## config.mk

```make
export PLATFORM = sky130hd
export DESIGN_NAME = dsi_packet_scheduler_flat
export DESIGN_NICKNAME = d
export VERILOG_FILES = /design/src/rtl/dsi_sched_if.sv /design/src/rtl/dsi_packet_scheduler.sv /design/src/flat_wrapper.sv
export SDC_FILE = /design/constraint.sdc
export NUM_CORES = 1
export LEC_CHECK = 0
export BUFFER_PORTS_ARGS = -buffer_cell sky130_fd_sc_hd__buf_2
export CAP_MARGIN = 20
export CELL_PAD_IN_SITES_DETAIL_PLACEMENT = 1
export CELL_PAD_IN_SITES_GLOBAL_PLACEMENT = 2
export CORE_AREA = 8 8 152 154
export CTS_CLUSTER_SIZE = 24
export DETAILED_ROUTE_END_ITERATION = 16
export DIE_AREA = 0 0 160 162
export PLACE_DENSITY = 0.76
export SETUP_SLACK_MARGIN = 0.2
export SLEW_MARGIN = 5
export SYNTH_ARGS = -nofsm -noshare
export SYNTH_HDL_FRONTEND = slang
export SYNTH_SLANG_ARGS = --single-unit
```

## constraint.sdc

```tcl
create_clock -name i_dsi_clk -period 6 [get_ports i_dsi_clk]
set_input_delay 0.9 -clock i_dsi_clk [delete_from_list [all_inputs] [get_ports i_dsi_clk]]
set_output_delay 0.9 -clock i_dsi_clk [all_outputs]
set_load 0.05 [all_outputs]
```

## src/rtl/dsi_sched_if.sv

```systemverilog
// ---------------------------------------------------------------------------
// dsi_sched_if
// Groups the request/grant, latched-packet and lane-control signals of the
// DSI packet scheduler.
//   master : the packet builders / lane distributor environment
//            (drives requests, packet data, lane_done, err_clr).
//   slave  : the scheduler itself (drives grants, latched packet fields,
//            packet_done, ppi_lane_en, sched_busy, timeout_err).
// Handshake: a requester raises *_req with its data and holds both stable
// until the matching one-cycle *_gnt pulse. On the lane side, packet_done is
// a one-cycle start pulse and lane_done is a one-cycle finish pulse, honoured
// only while the scheduler is waiting for it.
// ---------------------------------------------------------------------------
interface dsi_sched_if;
   logic [1:0]  lane_cfg;
   logic        cmd_req;
   logic [63:0] cmd_packet;
   logic        cmd_gnt;
   logic        vid_req;
   logic [31:0] vid_header;
   logic [15:0] vid_wc;
   logic        vid_gnt;
   logic        sched_is_long;
   logic [63:0] sched_short;
   logic [31:0] sched_header;
   logic [15:0] sched_wc;
   logic        packet_done;
   logic        lane_done;
   logic [3:0]  ppi_lane_en;
   logic        sched_busy;
   logic        timeout_err;
   logic        err_clr;

   modport master (
      output lane_cfg, cmd_req, cmd_packet, vid_req, vid_header, vid_wc,
             lane_done, err_clr,
      input  cmd_gnt, vid_gnt, sched_is_long, sched_short, sched_header,
             sched_wc, packet_done, ppi_lane_en, sched_busy, timeout_err
   );

   modport slave (
      input  lane_cfg, cmd_req, cmd_packet, vid_req, vid_header, vid_wc,
             lane_done, err_clr,
      output cmd_gnt, vid_gnt, sched_is_long, sched_short, sched_header,
             sched_wc, packet_done, ppi_lane_en, sched_busy, timeout_err
   );
endinterface

```

## src/rtl/dsi_packet_scheduler.sv

```systemverilog
// ---------------------------------------------------------------------------
// dsi_packet_scheduler
// Arbitrates between a command (short packet) and a video (long packet)
// requester, latches the winner, enables the PPI lanes for the configured
// lane count, pulses packet_done to start the distributor and holds the
// lanes until lane_done or a timeout.
// Ports:
//   i_dsi_clk   : sole clock, posedge.
//   i_dsi_rst   : asynchronous active-high reset.
//   bus         : dsi_sched_if.slave (requests, grants, latched packet,
//                 lane control, error flag).
//   o_dbg_state : current FSM state encoding (IDLE=0 .. RELEASE=4).
// ---------------------------------------------------------------------------
module dsi_packet_scheduler #(
   parameter int TIMEOUT_CYCLES = 4096,
   parameter int STARVE_LIMIT   = 4,
   parameter int LANE_SETTLE    = 2
) (
   input  logic        i_dsi_clk,
   input  logic        i_dsi_rst,
   dsi_sched_if.slave  bus,
   output logic [2:0]  o_dbg_state
);

   localparam int TCNT_W   = $clog2(TIMEOUT_CYCLES + 1);
   localparam int STARVE_W = $clog2(STARVE_LIMIT + 2);

   typedef enum logic [2:0] {
      S_IDLE    = 3'd0,
      S_SETTLE  = 3'd1,
      S_START   = 3'd2,
      S_WAIT    = 3'd3,
      S_RELEASE = 3'd4
   } state_t;

   state_t              r_state,    w_next_state;
   logic                r_cmd_gnt,  w_cmd_gnt;
   logic                r_vid_gnt,  w_vid_gnt;
   logic                r_pkt_done, w_pkt_done;
   logic                r_is_long,  w_is_long;
   logic [63:0]         r_short,    w_short;
   logic [31:0]         r_header,   w_header;
   logic [15:0]         r_wc,       w_wc;
   logic [3:0]          r_lane_en,  w_lane_en;
   logic [3:0]          r_settle,   w_settle;
   logic [TCNT_W-1:0]   r_tcnt,     w_tcnt;
   logic [STARVE_W-1:0] r_starve,   w_starve;
   logic                r_err,      w_err;
   logic                w_set_err;
   logic                w_vid_wins;

   function automatic logic [3:0] lane_mask(input logic [1:0] cfg);
      case (cfg)
         2'b01:   lane_mask = 4'b0001;
         2'b00:   lane_mask = 4'b0011;
         2'b10:   lane_mask = 4'b0111;
         default: lane_mask = 4'b1111;
      endcase
   endfunction

   // Video wins unless it is absent or the command has been starved long enough.
   assign w_vid_wins = bus.vid_req &&
                       !(bus.cmd_req && (r_starve == STARVE_W'(STARVE_LIMIT)));

   always_comb begin
      w_next_state = r_state;
      w_cmd_gnt    = 1'b0;
      w_vid_gnt    = 1'b0;
      w_pkt_done   = 1'b0;
      w_is_long    = r_is_long;
      w_short      = r_short;
      w_header     = r_header;
      w_wc         = r_wc;
      w_lane_en    = r_lane_en;
      w_settle     = r_settle;
      w_tcnt       = r_tcnt;
      w_starve     = r_starve;
      w_set_err    = 1'b0;

      case (r_state)
         S_IDLE: begin
            if (bus.cmd_req || bus.vid_req) begin
               // The lane mask is frozen here; later lane_cfg changes wait
               // for the next grant.
               w_lane_en    = lane_mask(bus.lane_cfg);
               w_settle     = '0;
               w_next_state = S_SETTLE;
               if (w_vid_wins) begin
                  w_vid_gnt = 1'b1;
                  w_is_long = 1'b1;
                  w_header  = bus.vid_header;
                  w_wc      = bus.vid_wc;
                  if (!bus.cmd_req)
                     w_starve = '0;
                  else if (r_starve != STARVE_W'(STARVE_LIMIT))
                     w_starve = r_starve + 1'b1;
               end else begin
                  w_cmd_gnt = 1'b1;
                  w_is_long = 1'b0;
                  w_short   = bus.cmd_packet;
                  w_starve  = '0;
               end
            end
         end
         S_SETTLE: begin
            if (r_settle == 4'(LANE_SETTLE - 1))
               w_next_state = S_START;
            else
               w_settle = r_settle + 1'b1;
         end
         S_START: begin
            w_pkt_done   = 1'b1;
            w_tcnt       = '0;
            w_next_state = S_WAIT;
         end
         S_WAIT: begin
            // lane_done takes priority over a timeout on the same cycle.
            if (bus.lane_done) begin
               w_lane_en    = 4'b0000;
               w_next_state = S_RELEASE;
            end else if (r_tcnt == TCNT_W'(TIMEOUT_CYCLES - 1)) begin
               w_set_err    = 1'b1;
               w_lane_en    = 4'b0000;
               w_next_state = S_RELEASE;
            end else begin
               w_tcnt = r_tcnt + 1'b1;
            end
         end
         S_RELEASE: begin
            w_next_state = S_IDLE;
         end
         default: begin
            w_lane_en    = 4'b0000;
            w_next_state = S_IDLE;
         end
      endcase

      // A timeout set in the same cycle as err_clr leaves the flag set.
      if (w_set_err)
         w_err = 1'b1;
      else if (bus.err_clr)
         w_err = 1'b0;
      else
         w_err = r_err;
   end

   always_ff @(posedge i_dsi_clk or posedge i_dsi_rst) begin
      if (i_dsi_rst) begin
         r_state    <= S_IDLE;
         r_cmd_gnt  <= 1'b0;
         r_vid_gnt  <= 1'b0;
         r_pkt_done <= 1'b0;
         r_is_long  <= 1'b0;
         r_short    <= '0;
         r_header   <= '0;
         r_wc       <= '0;
         r_lane_en  <= '0;
         r_settle   <= '0;
         r_tcnt     <= '0;
         r_starve   <= '0;
         r_err      <= 1'b0;
      end else begin
         r_state    <= w_next_state;
         r_cmd_gnt  <= w_cmd_gnt;
         r_vid_gnt  <= w_vid_gnt;
         r_pkt_done <= w_pkt_done;
         r_is_long  <= w_is_long;
         r_short    <= w_short;
         r_header   <= w_header;
         r_wc       <= w_wc;
         r_lane_en  <= w_lane_en;
         r_settle   <= w_settle;
         r_tcnt     <= w_tcnt;
         r_starve   <= w_starve;
         r_err      <= w_err;
      end
   end

   assign bus.cmd_gnt       = r_cmd_gnt;
   assign bus.vid_gnt       = r_vid_gnt;
   assign bus.packet_done   = r_pkt_done;
   assign bus.sched_is_long = r_is_long;
   assign bus.sched_short   = r_short;
   assign bus.sched_header  = r_header;
   assign bus.sched_wc      = r_wc;
   assign bus.ppi_lane_en   = r_lane_en;
   assign bus.sched_busy    = (r_state != S_IDLE);
   assign bus.timeout_err   = r_err;
   assign o_dbg_state       = r_state;

endmodule
```

## src/flat_wrapper.sv

```systemverilog
// flat-port wrapper written by rule: the top's interface ports become plain ports
module dsi_packet_scheduler_flat 
#(
   parameter int TIMEOUT_CYCLES = 4096,
   parameter int STARVE_LIMIT   = 4,
   parameter int LANE_SETTLE    = 2
)
  (i_dsi_clk, i_dsi_rst, o_dbg_state, bus_lane_cfg, bus_cmd_req, bus_cmd_packet, bus_vid_req, bus_vid_header, bus_vid_wc, bus_lane_done, bus_err_clr, bus_cmd_gnt, bus_vid_gnt, bus_sched_is_long, bus_sched_short, bus_sched_header, bus_sched_wc, bus_packet_done, bus_ppi_lane_en, bus_sched_busy, bus_timeout_err);
  dsi_sched_if bus_i ();
  input  logic i_dsi_clk;
  input  logic i_dsi_rst;
  output logic [2:0] o_dbg_state;
  input wire logic [$bits(bus_i.lane_cfg)-1:0] bus_lane_cfg;
  input wire logic [$bits(bus_i.cmd_req)-1:0] bus_cmd_req;
  input wire logic [$bits(bus_i.cmd_packet)-1:0] bus_cmd_packet;
  input wire logic [$bits(bus_i.vid_req)-1:0] bus_vid_req;
  input wire logic [$bits(bus_i.vid_header)-1:0] bus_vid_header;
  input wire logic [$bits(bus_i.vid_wc)-1:0] bus_vid_wc;
  input wire logic [$bits(bus_i.lane_done)-1:0] bus_lane_done;
  input wire logic [$bits(bus_i.err_clr)-1:0] bus_err_clr;
  output wire logic [$bits(bus_i.cmd_gnt)-1:0] bus_cmd_gnt;
  output wire logic [$bits(bus_i.vid_gnt)-1:0] bus_vid_gnt;
  output wire logic [$bits(bus_i.sched_is_long)-1:0] bus_sched_is_long;
  output wire logic [$bits(bus_i.sched_short)-1:0] bus_sched_short;
  output wire logic [$bits(bus_i.sched_header)-1:0] bus_sched_header;
  output wire logic [$bits(bus_i.sched_wc)-1:0] bus_sched_wc;
  output wire logic [$bits(bus_i.packet_done)-1:0] bus_packet_done;
  output wire logic [$bits(bus_i.ppi_lane_en)-1:0] bus_ppi_lane_en;
  output wire logic [$bits(bus_i.sched_busy)-1:0] bus_sched_busy;
  output wire logic [$bits(bus_i.timeout_err)-1:0] bus_timeout_err;
  assign bus_i.lane_cfg = bus_lane_cfg;
  assign bus_i.cmd_req = bus_cmd_req;
  assign bus_i.cmd_packet = bus_cmd_packet;
  assign bus_i.vid_req = bus_vid_req;
  assign bus_i.vid_header = bus_vid_header;
  assign bus_i.vid_wc = bus_vid_wc;
  assign bus_i.lane_done = bus_lane_done;
  assign bus_i.err_clr = bus_err_clr;
  assign bus_cmd_gnt = bus_i.cmd_gnt;
  assign bus_vid_gnt = bus_i.vid_gnt;
  assign bus_sched_is_long = bus_i.sched_is_long;
  assign bus_sched_short = bus_i.sched_short;
  assign bus_sched_header = bus_i.sched_header;
  assign bus_sched_wc = bus_i.sched_wc;
  assign bus_packet_done = bus_i.packet_done;
  assign bus_ppi_lane_en = bus_i.ppi_lane_en;
  assign bus_sched_busy = bus_i.sched_busy;
  assign bus_timeout_err = bus_i.timeout_err;
  dsi_packet_scheduler #(.TIMEOUT_CYCLES(TIMEOUT_CYCLES), .STARVE_LIMIT(STARVE_LIMIT), .LANE_SETTLE(LANE_SETTLE)) u_core (.i_dsi_clk(i_dsi_clk), .i_dsi_rst(i_dsi_rst), .bus(bus_i), .o_dbg_state(o_dbg_state));
endmodule
```

==> results by group <==
Die
  • Std-Cell Core Area: approximately 0.021 mm2
  • Top-level port count: 245
  • Overall die width: 160 um
  • Full die area: 0.02592 mm2
  • Vertical extent of the die: 162 um
  • Total number of placement rows: 53
  • Starting density of the core: 0.2854

Timing
  • Relative slew slack: 0.3422
  • Final setup TNS: 0 ps
  • Max-slew violation count: 0
  • Final setup violation count: 0
  • RSZ-0062 raised after global routing: no
  • Final worst clock skew: 9.631 ps
  • Worst Max-Slew Pin Slew: 984.7 ps
  • Final Hold Viols: 0
  • Final period demand of the worst path: 2906 ps
  • Share of the cycle needed by the critical path after routing: 0.4843
  • Peak Freq: roughly 340 MHz

Pwr
  • Fraction of power consumed by the clock network: 0.192
  • Switching power share of the total: 0.5112
  • Cell internal power dissipation: 2733 uW
  • Peak supply drop: 246.2 uV
  • Fraction of power consumed by sequential logic: 0.308
  • Power density over the cells: around 700 mW/mm2
  • Net switching power: 2858 uW
  • Overall power: 5591 uW
  • Leakage power: 0.004131 uW
  • Combinational power share: 0.501

Clock network
  • Post_cts resized: 0
  • Clock-pin slew on the worst setup and hold paths: roughly 60 ps
  • Clock Tree Root: clkbuf_16
  • Number of CTS-inserted buffers: 17
  • H-tree depth: 4
  • Clock Tree Buf Depth: 2
  • Num Clock Sinks: approximately 140
  • Later-pin clock latency in the skew report: 420 ps
  • Hold-fix buffers at CTS: 0
  • Setup bufs post-CTS: 0
  • TritonCTS clock tree: yes

Yosys
  • Largest area contributor in the synthesized netlist: dfrtp_1
  • Async set-reset flop share out of synthesis: 1.000
  • Top-area cell type share of the netlist area: 0.6102
  • Mean instance size in the synthesized netlist: 11.14 um2
  • Ranking of synthesized cells by area: dfrtp_1, mux2_2, nand2_1
  • Number of standard cells after synthesis: 530
  • Library cell with the highest instance count after synthesis: nand2_1
  • Top cells by count, synth: nand2_1, dfrtp_1, mux2_2
  • Nets in the synthesized netlist: between 600 and 700
  • Number of flops mapped to enable cells by yosys: 0
  • Flops & latches, synth: 144
  • Unique masters post-synth: 48
  • Share of the yosys chip area belonging to registers: 0.6102
  • Total of warnings raised by yosys: 0
  • Post-synth design cell area: 0.005906 mm2
  • Most used DFF post-synth: dfrtp_1

Setup path
  • Critical path data arrival time: between 2000 and 2500 ps
  • Category of the worst setup path capture point: primary output
  • Minimum setup slack among reg-to-reg paths: 3340 ps
  • Maximum net fanout on the critical path: 25
  • Critical path class: reg -> out
  • Startpoint class of the critical path: flip-flop
  • CP Data Required Time: about 5100 ps

GRT
  • Initial antenna violation count: 3
  • Total overflow reported by the global router: 0
  • First-pass GRT wire length: 30160 um
  • Vias in the first global route: 5436
  • GR Util All Layers: 0.1439
  • Maximum number of pins on one net before global-route repair: 93

Hold path
  • Worst Hold Class: reg -> reg

Routing
  • Remaining DRCs: 0
  • Per-cell routed wire length: about 17 um
  • Antenna violation net count after detailed routing: 0
  • First-pass iteration count of the detailed router: 4
  • Overall via count from detail_route: between 4000 and 5000
  • Post-detailed-route via-to-cell ratio: ~4.6
  • Wire length reported by the detailed router: 18410 um
  • Drt initial violations: 197

Final layout
  • Number of diodes added for antenna fixing: 0
  • Count of filler cells inserted in the layout: 2408
  • Register Area: ~0.0036 mm2
  • Utilization of the core after routing: 0.3849
  • Area occupied by multi-input gates: 0.002103 mm2
  • Area overhead of the layout relative to synthesis: 34.83%
  • Final-stage net count: between 800 and 900
  • Share of cells above drive strength 1: 0.4476

Placement
  • HPWL after DPL: between 10000 and 15000 um
  • Routability congestion estimate from global placement: 0.7835
  • I/O Buffers: 244

Status
  • Status: finished clean

Run
  • Max-cap check violation count: 0
==> flip-flops by register name (all words and copies together) (netlist names), 3 cells and up <==
signal / cells
u_core.bus.ppi_lane_en: 4
u_core.r_starve: 3
u_core.r_tcnt: 13
u_core.o_dbg_state: 3
u_core.r_settle: 4
u_core.bus.sched_wc: 16
u_core.bus.sched_short: 64
u_core.bus.sched_header: 32
==> logic make-up (layout without fill, tap and decap cells) <==
kind of cell | after synthesis | after routing | synth area share
buffers and inverters | 45 | 297 | 0.03538
xor gates and xnor gates | 1 | 1 | 0.001483
AOI/OAI and AO/OA | 48 | 48 | 0.05805
and+or+nand+nor | 222 | 222 | 0.1606
DFF | 144 | 144 | 0.6102
adders and majority gates | 5 | 5 | 0.01059
muxes | 65 | 65 | 0.1237
==> power groups by stage <==
stage | Combinational [uW] | Clock (uW) | Sequential [uW]
after floorplan | 754 | 0 | 3070
after global placement | 2780 | 0 | 1710
after detailed placement | 2850 | 0 | 1740
after CTS | 2850 | 1110 | 1730
after global routing | 2980 | 1150 | 1790
final | 2800 | 1070 | 1720
==> path summary, 6_finish.rpt <==
kind / startpoint / end / cells after the start
max: u_core.o_dbg_state[0]$_DFFE_PP0P_ / bus_sched_busy / 3
min: u_core.bus.sched_header[30]$_DFFE_PP0P_ / u_core.bus.sched_header[30]$_DFFE_PP0P_ / 2
max reg2reg: u_core.o_dbg_state[0]$_DFFE_PP0P_ / u_core.r_starve[0]$_DFFE_PP0P_ / 6
min reg2reg: u_core.bus.sched_header[30]$_DFFE_PP0P_ / u_core.bus.sched_header[30]$_DFFE_PP0P_ / 2
max in group asynchronous: i_dsi_rst / u_core.r_starve[0]$_DFFE_PP0P_ / 3
min in group asynchronous: i_dsi_rst / u_core.bus.sched_short[7]$_DFFE_PP0P_ / 2
==> per-stage QoR <==
stage	instance area [um2]	hold WS [ps]	setup WS, ps	cells
2_1_floorplan	5906	498.4	1234	530
3_3_place_gp	7367	451.9	3322	1025
4_1_cts	7963	482.0	3090	1057
6_report	7963	476.7	3094	1057
5_1_grt	7963	509.7	2971	1057
3_5_place_dp	7367	460.6	3287	1025
==> area by class of cell <==
type                    count  share of cell area
flip-flops and latches    144              0.4525
multi-input cells         341              0.2641
repair buffers            247              0.1562
clock buffers              17             0.05343
well taps                 275             0.04321
clock inverters            15             0.02137
inverters                  18            0.009114
==> worst max-delay path, stage by stage (launching register included) <==
cell and delay (ps):
dfrtp_1 690, nor3_4 510, inv_1 140, buf_2 250
==> per-layer routing <==
metal  global-route usage  up-vias  wire, um
met5                    0        -        26
met3              0.06378       22      1503
li1                     -     2268         -
met1               0.1589     2415      7244
met4              0.04078        6       214
met2               0.2475      154      9426
==> layout by cell type, fill, tap and decap left out, drive strengths merged, types with 5 or more instances in the layout <==
cell type and instances:
o21ai 14, nand3 13, dfrtp 144, nor3 5, buf 247, o311ai 6, ha 5, inv 26
nand2 170, nor2 9, nand4 5, mux2 64, clkbuf 17
Note: power is estimated with default switching activity, not from simulation.
